$ cat src/rtl/ifetch.sv
// Instruction fetch: owns the PC, requests imem words, feeds decode with instr/pc_if2id.
// Latency: one cycle from imem_valid to instr; at most one request outstanding.
// Backpressure: ide_wait freezes decode outputs; a one-entry skid buffer parks a word returned during a stall.
module ifetch #(
    parameter logic [31:0] RESET_PC  = 32'h0000_0000,
    parameter logic [31:0] NOP_INSTR = 32'h0000_0013
) (
    input  logic        clk,
    input  logic        rst,
    output logic        imem_req,
    output logic [31:0] imem_addr,
    input  logic [31:0] imem_rdata,
    input  logic        imem_valid,
    input  logic        ide_wait,
    input  logic        redirect,
    input  logic [31:0] redirect_pc,
    output logic [31:0] instr,
    output logic [31:0] pc_if2id
);

    typedef enum logic [1:0] {IDLE, FETCH, HOLD, DROP} state_t;

    state_t      state;
    state_t      state_nxt;
    logic [31:0] pc;
    logic [31:0] drop_addr;
    logic [31:0] skid_dat;
    logic [31:0] skid_pc;
    logic [31:0] redirect_tgt;

    assign redirect_tgt = redirect_pc & ~32'h3;

    always_ff @(posedge clk) begin
        if (rst) state <= IDLE;
        else     state <= state_nxt;
    end

    always_comb begin
        state_nxt = state;
        case (state)
            IDLE:  state_nxt = FETCH;
            FETCH: begin
                if (redirect)
                    state_nxt = imem_valid ? FETCH : DROP;
                else if (imem_valid && ide_wait)
                    state_nxt = HOLD;
            end
            HOLD:  if (redirect || !ide_wait) state_nxt = FETCH;
            // a redirect while draining only retargets pc; the old response still has to land
            DROP:  if (imem_valid) state_nxt = FETCH;
            default: state_nxt = IDLE;
        endcase
    end

    always_comb begin
        imem_req  = (state == FETCH) || (state == DROP);
        imem_addr = (state == DROP) ? drop_addr : pc;
    end

    always_ff @(posedge clk) begin
        if (rst) begin
            pc        <= RESET_PC;
            drop_addr <= RESET_PC;
            instr     <= NOP_INSTR;
            pc_if2id  <= 32'h0;
            skid_dat  <= 32'h0;
            skid_pc   <= 32'h0;
        end else if (redirect) begin
            pc    <= redirect_tgt;
            instr <= NOP_INSTR;
            if (state == FETCH)
                drop_addr <= pc;
        end else begin
            case (state)
                FETCH: begin
                    if (imem_valid) begin
                        pc <= pc + 32'd4;
                        if (ide_wait) begin
                            skid_dat <= imem_rdata;
                            skid_pc  <= pc;
                        end else begin
                            instr    <= imem_rdata;
                            pc_if2id <= pc;
                        end
                    end else if (!ide_wait) begin
                        instr <= NOP_INSTR;
                    end
                end
                HOLD: begin
                    if (!ide_wait) begin
                        instr    <= skid_dat;
                        pc_if2id <= skid_pc;
                    end
                end
                default: ;
            endcase
        end
    end

endmodule

$ cat config.mk
export PLATFORM = sky130hd
export DESIGN_NAME = ifetch
export DESIGN_NICKNAME = d
export VERILOG_FILES = /design/src/rtl/ifetch.sv
export SDC_FILE = /design/constraint.sdc
export NUM_CORES = 1
export LEC_CHECK = 0
export ABC_AREA = 0
export CORE_MARGIN = 1.5
export CORE_UTILIZATION = 32
export DETAILED_ROUTE_END_ITERATION = 16
export PLACE_DENSITY = 0.64
export SYNTH_ARGS = -nofsm -noshare
export SYNTH_HDL_FRONTEND = slang
export SYNTH_SLANG_ARGS = --single-unit
export TNS_END_PERCENT = 1
$ cat constraint.sdc
create_clock -name clk -period 3.2 [get_ports clk]
set_input_delay 0.96 -clock clk [delete_from_list [all_inputs] [get_ports clk]]
set_output_delay 0.96 -clock clk [all_outputs]
set_load 0.1 [all_outputs]
==> results of run 1 <==
## logic make-up after synthesis
| logic type | Yosys count |
|---|---|
| flip-flops | 186 |
| XOR/XNOR | 9 |
| AO/OA/AOI/OAI | 211 |
| AND/OR/NAND/NOR | 499 |
| multiplexers | 31 |
| buffers and inverters | 119 |
| other | 1 |
| adder cells (fa/ha/maj) | 1 |
## power breakdown
group	switching, uW	internal (uW)	leakage (uW)	total [uW]
Sequential	95.3	2400	0.00151	2490
Combinational	786	371	0.00204	1160
Clock	1050	1050	0.000281	2100
## registers in the layout (all words and copies together), names as in the netlist
| name | cells |
|---|---|
| pc_if2id | 30 |
| skid_pc | 30 |
| pc | 30 |
| skid_dat | 32 |
| drop_addr | 30 |
| instr | 32 |
| state | 2 |
## layer usage
layer / vias to the layer above / routed length, um
li1: 3878 / -
met1: 3646 / 11700
met2: 203 / 11500
met3: 23 / 1110
met4: 0 / 344
met5: - / 0
## worst max-delay path: stages (launching register included)
cell	delay [ns]
dfxtp_1	0.44
nand2_1	0.12
buf_4	0.41
mux2_2	0.44
buf_12	0.18
## synthesized netlist by cell type (all sizes together), types with 3 or more instances
cell type    n
a2111oi      3
a211oi      11
a21oi       96
a311oi      69
and2         3
and3         5
and4         7
buf         30
clkbuf      81
dfxtp      186
inv          7
mux2        30
nand2      285
nand2b       7
nand3       49
nand3b       4
nand4       11
nor2        86
nor2b        5
nor3         5
nor4         9
o211ai       3
o21ai        8
o31ai        6
or2          3
or3          7
or4         10
xnor2        5
xor2         4
## worst max-delay path by stage
stage / slack (ns) / endpoint / start
global route: 0.12 / imem_addr[29] / state[0]
CTS: 0.19 / imem_addr[29] / state[0]
detailed placement: 0.10 / pc[19] / imem_valid
floorplan: 0.78 / imem_addr[10] / state[0]
finish: 0.20 / imem_addr[29] / state[0]
global placement: 0.12 / pc[29] / imem_valid
## through the flow
| stage | hold WS, ns | std cells | area (um2) | power (uW) | utilization (%) |
|---|---|---|---|---|---|
| after floorplan | 0.434 | 1060 | 8350 | 3300 | - |
| final | 0.455 | 1503 | 11000 | 5750 | 43.2 |
| after detailed placement | 0.444 | 1471 | 10400 | 3710 | 41.0 |
| after global routing | 0.471 | 1503 | 11000 | 5950 | 43.2 |
| after CTS | 0.456 | 1503 | 11000 | 5800 | 43.2 |
| after global placement | 0.439 | 1471 | 10400 | 3700 | 41.0 |
## cell type report
class | instances | area (um2) | area share, %
clock buffers | 18 | 429 | 3.91
inverters | 8 | 30.0 | 0.273
well taps | 330 | 413 | 3.76
flip-flops and latches | 186 | 3720 | 33.9
multi-input cells | 755 | 4170 | 37.9
repair buffers | 192 | 2070 | 18.8
clock inverters | 14 | 154 | 1.40
==> run_results.csv, run 1 <==
group,metric,value,unit
grt,globalRouteOverflowTotal,0,
die,fp.dieW,164,um
job,drv_cap,0,
min_path,whs_path_depth,2,
die,core_area,25400,um2
cts,path_clk_slew,0.07,ns
cells_and_area,diodes,0,
synthesis,synth_fa_ha_area_share,0.150,%
grt,grt_max_degree,87,
power_and_ir_drop,p_leak,0.00383,uW
place,gp_congestion,0.799,
cts,cts_setup_buffers,0,
synthesis,async_reset_ff_share,0,%
synthesis,synth-simple-area-share,26.7,%
cells_and_area,fin_nets,1230,
place,dp_slack,0.101,ns
grt,use_met1,24.9,%
cts,root_buffer,"clkbuf_16",
place,hpwlAfterDp,16100,um
die,initial_core_util,32.8,%
place,portBuffers,159,
grt,grtUsageTotal,18.2,%
timing,drv_slew,0,
synthesis,yosysSeqAreaShare,44.7,%
synthesis,synth_top_area_cell,"dfxtp_1",
die,die_h,164,um
route,routed_wl,24600,um
power_and_ir_drop,peakVddDrop,0.000268,V
cells_and_area,layout_commonest_cell,"nand2_1",
timing,fmax,333,MHz
setup_path,reg2regPathDepth,4,
synthesis,avgSynthCellArea,7.88,um2
synthesis,synth-main-ff-cell,"dfxtp_1",
route,vias,7750,
die,rows,58,
synthesis,synth_top_cell_area_share,44.7,%
cells_and_area,final_cell_mix,"285 x nand2_1, 186 x dfxtp_1, 95 x a21oi_1, 90 x buf_4, 84 x nor2_1",
timing,hold_viol_final,0,
cts,cts_tree,"done",
die,dieArea,27000,um2
cts,cts_sinks,186,
timing,fin_crit_sh,93.9,%
synthesis,syn_area,8330,um2
synthesis,synth_compound_area_share,17.4,%
setup_path,r2r_start,"state[0]",
setup_path,path_class,"reg -> out",
grt,grt_pass1_wl,38300,um
cts,clk_latency,0.43,ns
min_path,min_to,"drop_addr[30]",
cts,numCtsBuffers,17,
cells_and_area,area_growth,31.8,%
timing,clock_skew,0.0135,ns
synthesis,synth_top_family_by_area,"simple AND/OR/NAND/NOR gates",
setup_path,end_kind,"output pin",
cts,htree_levels,4,
min_path,min-delay-start,"drop_addr[30]",
synthesis,synth_edf_count,0,
power_and_ir_drop,p_per_area,523,nW/um2
synthesis,synthMuxAreaShare,4.17,%
grt,grt_pass1_vias,7193,
timing,layout_min_cycle_time,3.00,ns
route,avgRoutedWirePerCell,16.4,um
cells_and_area,drive_gt1_share,17.6,%
synthesis,ys_seq_elements,186,
timing,tightest_slew,0.919,ns
timing,finalSetupViolCount,0,
timing,relSlewSlack,38.7,%
cts,post_cts_resized,0,
setup_path,required,2.24,ns
cells_and_area,fillers,2551,
grt,use_met3,3.19,%
setup_path,critPathLaunchType,"flop",
grt,busiest_layer,"met2",
setup_path,regToRegEndpoint,"pc_if2id[8]",
route,dr.pass1.iters,5,
min_path,hold_class,"reg -> reg",
synthesis,synthXorXnorAreaFrac,0.946,%
grt,use_met2,29.7,%
synthesis,syn_inst,1057,
synthesis,synthTopCellsByArea,"dfxtp_1 45%, nand2_1 13%, a311oi_1 7.3%",
setup_path,r2r_slack,0.81,ns
timing,rsz0062_at_grt,"false",
route,vias_per_cell,5.16,
grt,antenna_found_initial,0,
route,drc_errors,0,
timing,setup_ws,0.196,ns
timing,setup_tns,0,ns
die,ios,166,
synthesis,ys_warn_count,0,
status,status,"finished clean",
route,drtIter0Drc,619,
setup_path,worst-path-max-fanout,30,
route,ant_nets,0,
cts,cts_buffer_depth,2,
setup_path,crit_arrival,2.04,ns
cts,cts_hold_buf,0,
synthesis,synthDistinctLibCells,56,
Note: power is estimated with default switching activity, not from simulation.
==> run 2, diff against run 1 <==
--- a/config.mk
+++ b/config.mk
@@ -6,7 +6,6 @@
 export NUM_CORES = 1
 export LEC_CHECK = 0
 export ABC_AREA = 0
-export CORE_MARGIN = 1.5
 export CORE_UTILIZATION = 32
 export DETAILED_ROUTE_END_ITERATION = 16
 export PLACE_DENSITY = 0.64
==> run 2 against run 1 <==
Count of clock-buffer cells in the layout stayed put. Largest cell class unchanged. Routed wire length hardly changed. Cell area is 0.56% higher. Global-route usage is 0.36 points higher. Clock power is 4% higher. Largest power group unchanged.
==> run_results.csv, run 2 (synthesized netlist as in run 1, its figures left out) <==
group,metric,value,unit
power_and_ir_drop,peakVddDrop,0.000281,V
cts,path_clk_slew,0.07,ns
cts,cts_tree,"done",
cts,post_cts_resized,0,
setup_path,end_kind,"output pin",
die,core_area,25400,um2
timing,setup_ws,0.230,ns
die,dieArea,26700,um2
setup_path,required,2.24,ns
setup_path,path_class,"reg -> out",
route,drtIter0Drc,564,
grt,grtUsageTotal,18.6,%
route,dr.pass1.iters,5,
place,portBuffers,159,
timing,fin_crit_sh,92.8,%
setup_path,crit_arrival,2.01,ns
cts,cts_sinks,186,
timing,finalSetupViolCount,0,
die,initial_core_util,32.8,%
timing,fmax,337,MHz
power_and_ir_drop,swShare,33.9,%
min_path,hold_class,"reg -> reg",
place,hpwlAfterDp,16000,um
timing,rsz0062_at_grt,"false",
setup_path,worst-path-max-fanout,30,
timing,relSlewSlack,52.8,%
die,rows,58,
power_and_ir_drop,p_per_area,528,nW/um2
cts,root_buffer,"clkbuf_16",
timing,layout_min_cycle_time,2.97,ns
cells_and_area,area_growth,32.5,%
cells_and_area,final_cell_mix,"285 x nand2_1, 186 x dfxtp_1, 95 x a21oi_1, 92 x buf_4, 84 x nor2_1",
place,dp_slack,0.0940,ns
cts,cts_hold_buf,0,
power_and_ir_drop,power_switching,1980,uW
cells_and_area,fin_nets,1233,
timing,setup_tns,0,ns
route,vias_per_cell,5.16,
grt,grt_max_degree,119,
die,die_h,163,um
cells_and_area,drive_gt1_share,17.9,%
die,ios,166,
route,drc_errors,0,
power_and_ir_drop,seqPwrFrac,42.7,%
die,fp.dieW,163,um
cts,clk_latency,0.45,ns
cts,cts_setup_buffers,0,
min_path,whs_path_depth,2,
route,ant_nets,0,
status,status,"finished clean",
job,drv_cap,0,
cts,numCtsBuffers,17,
timing,clock_skew,0.0131,ns
grt,antenna_found_initial,0,
place,gp_congestion,0.803,
timing,drv_slew,0,
route,avgRoutedWirePerCell,16.3,um
power_and_ir_drop,clockPowerShare,37.4,%
route,vias,7775,
setup_path,r2r_slack,0.95,ns
power_and_ir_drop,p_leak,0.00386,uW
grt,grt_pass1_vias,7117,
cells_and_area,reg_top3,"instr (32), skid_dat (32)",
timing,hold_viol_final,0,
setup_path,critPathLaunchType,"flop",
route,routed_wl,24600,um
cells_and_area,layout_commonest_cell,"nand2_1",
setup_path,reg2regPathDepth,4,
cells_and_area,diodes,0,
power_and_ir_drop,internal_power,3850,uW
cts,htree_levels,4,
grt,grt_pass1_wl,38700,um
timing,tightest_slew,0.709,ns
grt,globalRouteOverflowTotal,0,
cts,cts_buffer_depth,2,
power_and_ir_drop,combPwrFrac,20.0,%
[run 2: cell count changes in the layout (fill, tap and decap cells not counted)]
cell / change
buf_12: +1
buf_4: +2
clkbuf_1: -1
clkbuf_8: +1
clkinv_4: -3
clkinv_8: +2
clkinvlp_4: -1
inv_6: +2
[run 2: power groups by stage]
| stage | Clock, uW | Sequential (uW) | Combinational [uW] |
|---|---|---|---|
| after detailed placement | 0 | 2540 | 1170 |
| after floorplan | 0 | 2710 | 590 |
| after CTS | 2220 | 2490 | 1170 |
| final | 2180 | 2490 | 1160 |
| after global routing | 2310 | 2500 | 1220 |
| after global placement | 0 | 2540 | 1160 |
[run 2: path summary, 6_finish.rpt]
| path | start | to |
|---|---|---|
| setup / recovery | state[0] | imem_addr[29] |
| hold / removal | drop_addr[29] | drop_addr[29] |
| setup reg to reg | pc[7] | pc[24] |
| hold reg to reg | drop_addr[29] | drop_addr[29] |
[run 2: metal layers]
| metal | global-route usage [%] | vias to the layer above | wire length, um |
|---|---|---|---|
| met4 | 5.40 | 0 | 387 |
| met2 | 29.1 | 229 | 11300 |
| met1 | 25.9 | 3624 | 11700 |
| met3 | 3.28 | 30 | 1250 |
| li1 | - | 3892 | - |
| met5 | 0 | - | 0 |
[run 2: metrics by stage]
stage          hold slack (ns)  instance area (um2)  total power, uW  utilization [%]  std cells
2_1_floorplan            0.434                 8350             3300                -       1060
3_3_place_gp             0.439                10400             3700             41.1       1474
3_5_place_dp             0.447                10400             3710             41.1       1474
4_1_cts                  0.458                11000             5880             43.5       1506
5_1_grt                  0.470                11000             6040             43.5       1506
6_report                 0.456                11000             5830             43.5       1506
[run 2: area by class of cell]
cell class                      count  area (um2)
Clock buffer                       18         439
Clock inverter                     14         170
Fill cell                        2540       14400
Inverter                            8        30.0
Multi-Input combinational cell    755        4170
Sequential cell                   186        3720
Tap cell                          330         413
Timing Repair Buffer              195        2100
[run 2: critical path, cell delays in order, from the launching register on]
cell and delay [ns]:
dfxtp_1 0.43, nand2_1 0.12, buf_4 0.39, mux2_2 0.43, buf_12 0.18
